$ cat src/rtl/frame_sequencer.sv
// Capture/inference sequencer for the RPS classifier.
// Clears the Pi image receiver, tells the Pi to send a frame, latches the hand
// mask once the receiver reports it complete, runs one inference on it and
// publishes a debounced gesture after a run of identical classifications.
module frame_sequencer #(
    parameter int LENGTH        = 28,
    parameter int WIDTH         = 28,
    parameter int CLEAR_CYCLES  = 4096,
    parameter int FRAME_TIMEOUT = 50000000,
    parameter int NN_TIMEOUT    = 65535,
    parameter int STABLE_FRAMES = 3
) (
    input  logic                      fpga_clk,
    input  logic                      rst,
    input  logic                      enable,
    input  logic                      rx_image_ready,
    input  logic [LENGTH*WIDTH-1:0]   rx_image,
    output logic                      rx_clear,
    output logic                      pi_ready,
    output logic [LENGTH*WIDTH-1:0]   nn_image,
    output logic                      nn_start,
    input  logic                      nn_done,
    input  logic [1:0]                nn_class,
    output logic [1:0]                gesture,
    output logic                      gesture_valid,
    output logic [15:0]               frame_count,
    output logic                      timeout_err
);

    localparam int          IMG_W      = LENGTH * WIDTH;
    localparam logic [31:0] CLEAR_LAST = 32'(CLEAR_CYCLES - 1);
    localparam logic [31:0] FRAME_LAST = 32'(FRAME_TIMEOUT - 1);
    localparam logic [31:0] NN_LAST    = 32'(NN_TIMEOUT - 1);
    localparam logic [3:0]  STABLE_N   = 4'(STABLE_FRAMES);
    localparam logic [1:0]  CLASS_NONE = 2'd3;

    typedef enum logic [2:0] {
        S_IDLE,
        S_CLEAR,
        S_WAIT_FRAME,
        S_LATCH,
        S_START,
        S_INFER_WAIT,
        S_UPDATE
    } state_t;

    state_t             r_state;
    state_t             w_next;
    logic [31:0]        r_timer;
    logic               r_rdy_meta;
    logic               r_rdy_s;
    logic [IMG_W-1:0]   r_nn_image;
    logic [1:0]         r_class;
    logic [1:0]         r_last_class;
    logic [3:0]         r_run_len;
    logic [1:0]         r_gesture;
    logic               r_gesture_valid;
    logic [15:0]        r_frame_count;
    logic               r_timeout_err;

    logic               w_rx_clear;
    logic               w_pi_ready;
    logic               w_nn_start;
    logic               w_latch;
    logic               w_capture;
    logic               w_update;
    logic               w_set_timeout;
    logic [3:0]         w_run_next;
    logic               w_publish;

    // Run length saturates so a long steady gesture cannot wrap back below the threshold.
    function automatic logic [3:0] sat_inc4(input logic [3:0] v);
        return (v == 4'hF) ? v : v + 4'd1;
    endfunction

    // Two-flop synchronizer for the receiver's frame-complete level.
    always_ff @(posedge fpga_clk) begin
        if (rst) begin
            r_rdy_meta <= 1'b0;
            r_rdy_s    <= 1'b0;
        end else begin
            r_rdy_meta <= rx_image_ready;
            r_rdy_s    <= r_rdy_meta;
        end
    end

    // State register and shared timer; the timer restarts from zero whenever the state changes.
    always_ff @(posedge fpga_clk) begin
        if (rst) begin
            r_state <= S_IDLE;
            r_timer <= 32'd0;
        end else begin
            r_state <= w_next;
            r_timer <= (w_next != r_state) ? 32'd0 : r_timer + 32'd1;
        end
    end

    // Next-state decode and per-state strobes.
    always_comb begin
        w_next        = r_state;
        w_rx_clear    = 1'b0;
        w_pi_ready    = 1'b0;
        w_nn_start    = 1'b0;
        w_latch       = 1'b0;
        w_capture     = 1'b0;
        w_update      = 1'b0;
        w_set_timeout = 1'b0;
        case (r_state)
            S_IDLE: begin
                if (enable) w_next = S_CLEAR;
            end
            S_CLEAR: begin
                w_rx_clear = 1'b1;
                if (r_timer == CLEAR_LAST) w_next = S_WAIT_FRAME;
            end
            S_WAIT_FRAME: begin
                w_pi_ready = 1'b1;
                if (!enable) begin
                    w_next = S_IDLE;
                end else if (r_rdy_s) begin
                    w_next = S_LATCH;
                end else if (r_timer == FRAME_LAST) begin
                    w_set_timeout = 1'b1;
                    w_next        = S_CLEAR;
                end
            end
            S_LATCH: begin
                w_latch = 1'b1;
                w_next  = S_START;
            end
            S_START: begin
                // nn_done is deliberately not looked at here: a level left over
                // from the previous inference must not complete this one.
                w_nn_start = 1'b1;
                w_next     = S_INFER_WAIT;
            end
            S_INFER_WAIT: begin
                if (nn_done) begin
                    w_capture = 1'b1;
                    w_next    = S_UPDATE;
                end else if (r_timer == NN_LAST) begin
                    w_set_timeout = 1'b1;
                    w_next        = S_CLEAR;
                end
            end
            S_UPDATE: begin
                w_update = 1'b1;
                w_next   = enable ? S_CLEAR : S_IDLE;
            end
            default: w_next = S_IDLE;
        endcase
    end

    assign w_run_next = (r_class == r_last_class) ? sat_inc4(r_run_len) : 4'd1;
    assign w_publish  = (w_run_next >= STABLE_N);

    // Frame latch, class capture, debounce and status registers.
    always_ff @(posedge fpga_clk) begin
        if (rst) begin
            r_nn_image      <= '0;
            r_class         <= 2'd0;
            r_last_class    <= 2'd0;
            r_run_len       <= 4'd0;
            r_gesture       <= 2'd0;
            r_gesture_valid <= 1'b0;
            r_frame_count   <= 16'd0;
            r_timeout_err   <= 1'b0;
        end else begin
            if (w_latch) r_nn_image <= rx_image;
            if (w_capture) r_class <= nn_class;
            if (w_set_timeout) r_timeout_err <= 1'b1;
            if (w_update) begin
                r_frame_count <= r_frame_count + 16'd1;
                r_run_len     <= w_run_next;
                r_last_class  <= r_class;
                if (w_publish) begin
                    // A stable "none" withdraws the gesture but keeps the last value visible.
                    if (r_class == CLASS_NONE) begin
                        r_gesture_valid <= 1'b0;
                    end else begin
                        r_gesture       <= r_class;
                        r_gesture_valid <= 1'b1;
                    end
                end
            end
        end
    end

    assign rx_clear      = w_rx_clear;
    assign pi_ready      = w_pi_ready;
    assign nn_start      = w_nn_start;
    assign nn_image      = r_nn_image;
    assign gesture       = r_gesture;
    assign gesture_valid = r_gesture_valid;
    assign frame_count   = r_frame_count;
    assign timeout_err   = r_timeout_err;

endmodule

$ cat config.mk
export PLATFORM = sky130hd
export DESIGN_NAME = frame_sequencer
export DESIGN_NICKNAME = d
export VERILOG_FILES = /design/src/rtl/frame_sequencer.sv
export SDC_FILE = /design/constraint.sdc
export NUM_CORES = 2
export LEC_CHECK = 0
export ABC_AREA = 1
export CAP_MARGIN = 10
export CORE_AREA = 2 2 627 629
export CTS_CLUSTER_DIAMETER = 120
export DETAILED_ROUTE_END_ITERATION = 16
export DIE_AREA = 0 0 629 631
export PLACE_DENSITY = 0.3
export SYNTH_ARGS = -nofsm -noshare
export SYNTH_HDL_FRONTEND = slang
export SYNTH_SLANG_ARGS = --single-unit
$ cat constraint.sdc
create_clock -name fpga_clk -period 1.96 [get_ports fpga_clk]
set_input_delay 0.196 -clock fpga_clk [delete_from_list [all_inputs] [get_ports fpga_clk]]
set_output_delay 0.196 -clock fpga_clk [all_outputs]
set_load 0.01 [all_outputs]
After elaboration in Yosys (flattened, before gate mapping)
Cells that the tools add are included.
Storage, ports and cells
  bits in registers: 849
  output and inout bits: 807
Cells by class
  add/subtract/negate cells: 3
  magnitude comparators: 1
  eq/ne operators: 13
  mux-type cells: 25
  bitwise operators: 1
  reductions and logical operators: 4
Operators by type and width (count)
  $add A32 B1 Y32 const B: 1
  $eq A32 B12 Y1 const B: 1
  $eq A32 B16 Y1 const B: 1
  $eq A32 B26 Y1 const B: 1
  $mux W3: 7
  $pmux W3 S7: 1
  $add A16 B1 Y16 const B: 1
  $mux W1: 14
  $eq A3 B3 Y1 const B: 3
  $mux W4: 2
  $eq A3 B2 Y1 const B: 2
  $add A4 B1 Y4 const B: 1
  $eq A4 B4 Y1 const B: 1
  $ge A4 B2 Y1 const B: 1
  $eq A3 B1 Y1 const B: 1
  $logic_not A3 Y1: 1
  $ne A3 B3 Y1: 1
  $reduce_and A3 Y1: 1
  $eq A2 B2 Y1: 1
  $eq A2 B2 Y1 const B: 1
  $pmux W1 S2: 1
  $reduce_and A2 Y1: 1
  $reduce_or A2 Y1: 1
  $not A1 Y1: 1

Longest topological paths before layout
  word-level depth: 7
  mapped depth: 15
  gate-level depth less buffers: 14

Least setup slack after synthesis
No wires, ideal clock.
  path type: register to register
  start: reg r_timer[0]
  end: reg r_timer[23]
  arrival: 1.701 ns
  path slack: 0.140 ns
  stages on the path, launching flop included: 14
  path buffers: 1
  period minus slack after synthesis: 1.820 ns
  cell sequence: dfxtp_1 > ha_1 > inv_1 > nor2_4 > nand2_4 > nor2_4 > nand2_2 > nor2_4 > nor2_2 > nor2_4 > nand3_1 > nand2_2 > buf_6 > nor3_2
Between the ends
  word-level cells in the longest chain between the ends: 7
  elaborated cells on any way between the ends: 13
  those cells by class: add/sub: 1; eq/ne: 4; mux: 7; reduce/logical: 1
Ends and longest elaborated chain
  start: declaration: line 49  | logic [31:0] r_timer;
  start signal: assignment: line 94  | r_timer <= (w_next != r_state) ? 32'd0 : r_timer + 32'd1;
  $eq A32 B26 Y1: line 122  | end else if (r_timer == FRAME_LAST) begin
  $mux W3: line 122
  $mux W3: line 120  | end else if (r_rdy_s) begin
  $mux W3: line 118  | if (!enable) begin
  $pmux W3 S7: line 108  | case (r_state)
  $ne A3 B3 Y1: line 94
  $reduce_or A2 Y1 (no source line)
Several ways; a longest one is shown, not always the timed one.
A chain may end at the register's enable or synchronous reset.

Worst setup path in the final report
  start: reg r_timer[1]
  end: reg r_timer[9]
Same word-level chain as after synthesis.

==> impl_results.md <==
- Outcome: finished with violations
- Violated checks: setup timing
- Crit Reg-Reg Endpoint: r_timer[9]
- Ys flop type: dfxtp_1
- Mapped Area: 30100 µm²
- DRT antenna net count: 0
- H-tree Lvls: 4
- Die ar.: slightly below 400000 µm²
- Crit. End Element: register
- # IOs: 1598
- Synth area leaders: dfxtp_1, nor2_1, o21ai_0, clkbuf_1, nand2_1
- Clock-pin transition on the worst setup and hold timing paths: about 60 ps
- Largest net degree at the start of global routing: 76
- Mapped Cells: 3894
- # clock sinks: about 850
- Critical-path cell list: ha_4 > inv_4 > nor2_4 > nand2_4 > nor2_4 > nand2_2 > nor2_4 > nor2_4 > nor2_4 > buf_4 > nand3_4 > nand2_8 > buf_16 > nor3_2
- Hold Path Sink: nn_image[55]
- Setup WS post-layout: -29.0 ps
- DRC violations left: 0
- Synth top area share: between 50% and 60%
- Data required time at the worst endpoint: between 2000 and 3000 ps
- Setup TNS: -591 ps
- Worst R2R Setup Slack: -30 ps
- CP startpoint kind: register
- Asr flop ratio synth: 0%
- Number of DRC markers in iteration 0: around 2100
- Row count: 230
- GRT Overall Usage: between 10% and 20%
- DP HPWL: around 260 mm
- TritonCTS Buffers: around 140
- WHS Path Cells: 3
- Layout cell share with drive strength beyond 1: 10.9%
- Clock Skews: between 20 and 30 ps
- Area after DPL: 53800 µm²
- CTS Root Cell: clkbuf_16
- Initial antenna violation count: 230
- Final core occ: ~16%
- Worst min-delay path startpoint: rx_image[55]
- Clock Latency Late Sink: approximately 800 ps
- Tmin final: about 2000 ps
- Starting Density: between 7 and 8%
- Max transition margin: around 55%
- Core area: a little under 400000 µm²
- Yosys Warn Count: 0
- First-pass GRT wire length: between 300 and 400 mm
- Worst-margin pin slew: 668 ps
- Port bufs: 1597
- Hold Violations, Final: 0
- EDFF count, synth: 0
- Most common cell in the netlist: nor2_1
- Fin area: between 60000 and 70000 µm²
- RSZ-0062 raised after global routing: yes
- Via Count: around 37000
- Critical path arrival: approximately 2700 ps
- DRT Wirelength: 308 mm
- Lkg Pwr: about 29 nW
- Die span in x: 629 µm
- Max stage delay on crit path: about 350 ps
- Chip height: between 600 and 700 µm
- Commonest cells in the netlist: nor2_1, dfxtp_1, o21ai_0
- DRT Pass-1 Iters: 7
- Seq/Total Area, Yosys: 56.4%
- RePlAce Congestion: 0.921
- WL per Instance: 26.6 µm
- DP Cell Count: between 10000 and 15000
- Reg2reg start: r_timer[1]
- Final period utilization: 101%
- Via density: about 3.2
- Crit path kind: reg2reg
- Maximum VDD drop: 484 µV
- F_max: roughly 500 MHz
- Worst-path fanout max: 9
- Max Slew Vio Count: 0
- Synth Register Bits: between 800 and 900
- Setup-violating endpoint count in the final report: 30
- Post-Syn Nets: ~4700
- GRT overflow: 0
- Syn avg cell area: 7.74 µm²
- Final cell count without fillers: between 10000 and 15000
- Clock tree buffer depth: 4
- Worst R2R Path Depth: 14
- Hold crit path type: in2reg
- Cell accounting for the most synthesized area: dfxtp_1
- CP max-delay cell: dfxtp_2
- Synth cell types: 33
- Area delta synth->final: 112%
- Layout Nets: 6961
- Power Total: 46.0 mW
- Number of max-cap violations: 0
- CTS tree: built
- Vias in the first global route: 37100
- Most numerous cell on the critical path: nor2_4
- Power per cell area: around 700 nW/µm²
==> metal layers <==
metal / track usage (%) / up-vias / wire, µm
met3: 5.56 / 443 / 26900
met5: 0 / - / 616
met2: 26.2 / 1422 / 152000
li1: - / 17200 / -
met1: 16.8 / 17800 / 121000
met4: 3.00 / 94 / 6960
==> through the flow <==
stage / setup WS (ps) / hold WS, ps
5_1_grt: -144 / 33.1
6_report: -29.0 / 72.5
3_3_place_gp: -329 / 402
3_5_place_dp: -124 / 400
2_1_floorplan: 140 / 303
4_1_cts: -74.2 / 0.369
==> layout make-up <==
class	instances	area, µm²
antenna	75	188
clock buffer	190	3800
clock inverter	45	548
fill	44700	327000
inverter	79	324
multi-input combinational	2693	12100
sequential	849	17100
tap	5220	6530
timing repair buffer	2408	23400
==> worst max-delay path: cells and delay by family (launching register included) <==
family / cells / cell delay [ps]
adder cells (fa/ha/maj): 1 / 150
buffers and inverters: 3 / 320
flip-flops: 1 / 350
AND/OR/NAND/NOR: 10 / 1030
==> flip-flops by register name, summed over array words and instances (netlist names), 2 cells and up <==
register and cells:
frame_count 16, gesture 2, nn_image 784, r_class 2, r_last_class 2, r_run_len 4, r_state 3, r_timer 32
==> where the power goes <==
group / total, mW / internal, mW / switching [mW]
Combinational: 3.94 / 2.38 / 1.56
Sequential: 17.3 / 17.3 / 0.00678
Clock: 24.7 / 14.7 / 10.0
==> kinds of logic after synthesis <==
logic type	synth area share [%]
adder cells (fa/ha/maj)	0.166
flip-flops	56.4
AND/OR/NAND/NOR	24.0
XOR/XNOR	1.02
AO/OA/AOI/OAI	13.8
buffers and inverters	4.56
==> worst max-delay path by stage <==
stage,startpoint,end,slack [ps],cells past startpoint
final,r_timer[1],r_timer[9],-30,14
after global routing,r_timer[1],r_timer[30],-140,14
after CTS,r_timer[0],r_timer[30],-70,15
after detailed placement,r_timer[0],r_timer[31],-120,15
after global placement,r_timer[0],r_timer[31],-330,15
after floorplan,r_timer[0],r_timer[23],140,13
==> placed cells by master, fill, tap and decap left out, drive strengths merged, types with 3 or more instances in the layout <==
| master | instances |
|---|---|
| ha | 4 |
| nand4 | 8 |
| o21ai | 800 |
| xnor2 | 13 |
| clkdlybuf4s15 | 43 |
| xor2 | 22 |
| buf | 285 |
| clkbuf | 198 |
| nand3 | 23 |
| inv | 85 |
| dlygate4sd2 | 721 |
| clkinv | 27 |
| nor2 | 1635 |
| nor3 | 55 |
| clkdlybuf4s50 | 796 |
| a21oi | 24 |
| bufinv | 9 |
| dlygate4sd3 | 555 |
| diode | 75 |
| dfxtp | 849 |
| nand2 | 99 |
| clkinvlp | 3 |
==> repair_timing <==
item / CTS / global route
hold buffers: 555 / 0
pin swaps: 3 / 18
setup buffers: 11 / 12
gates cloned: 4 / 7
resized for setup: 941 / 80
hold endpoints to repair: 555 / 0
endpoints found under the setup margin: 801 / 109
(Power assumes the default switching activity.)
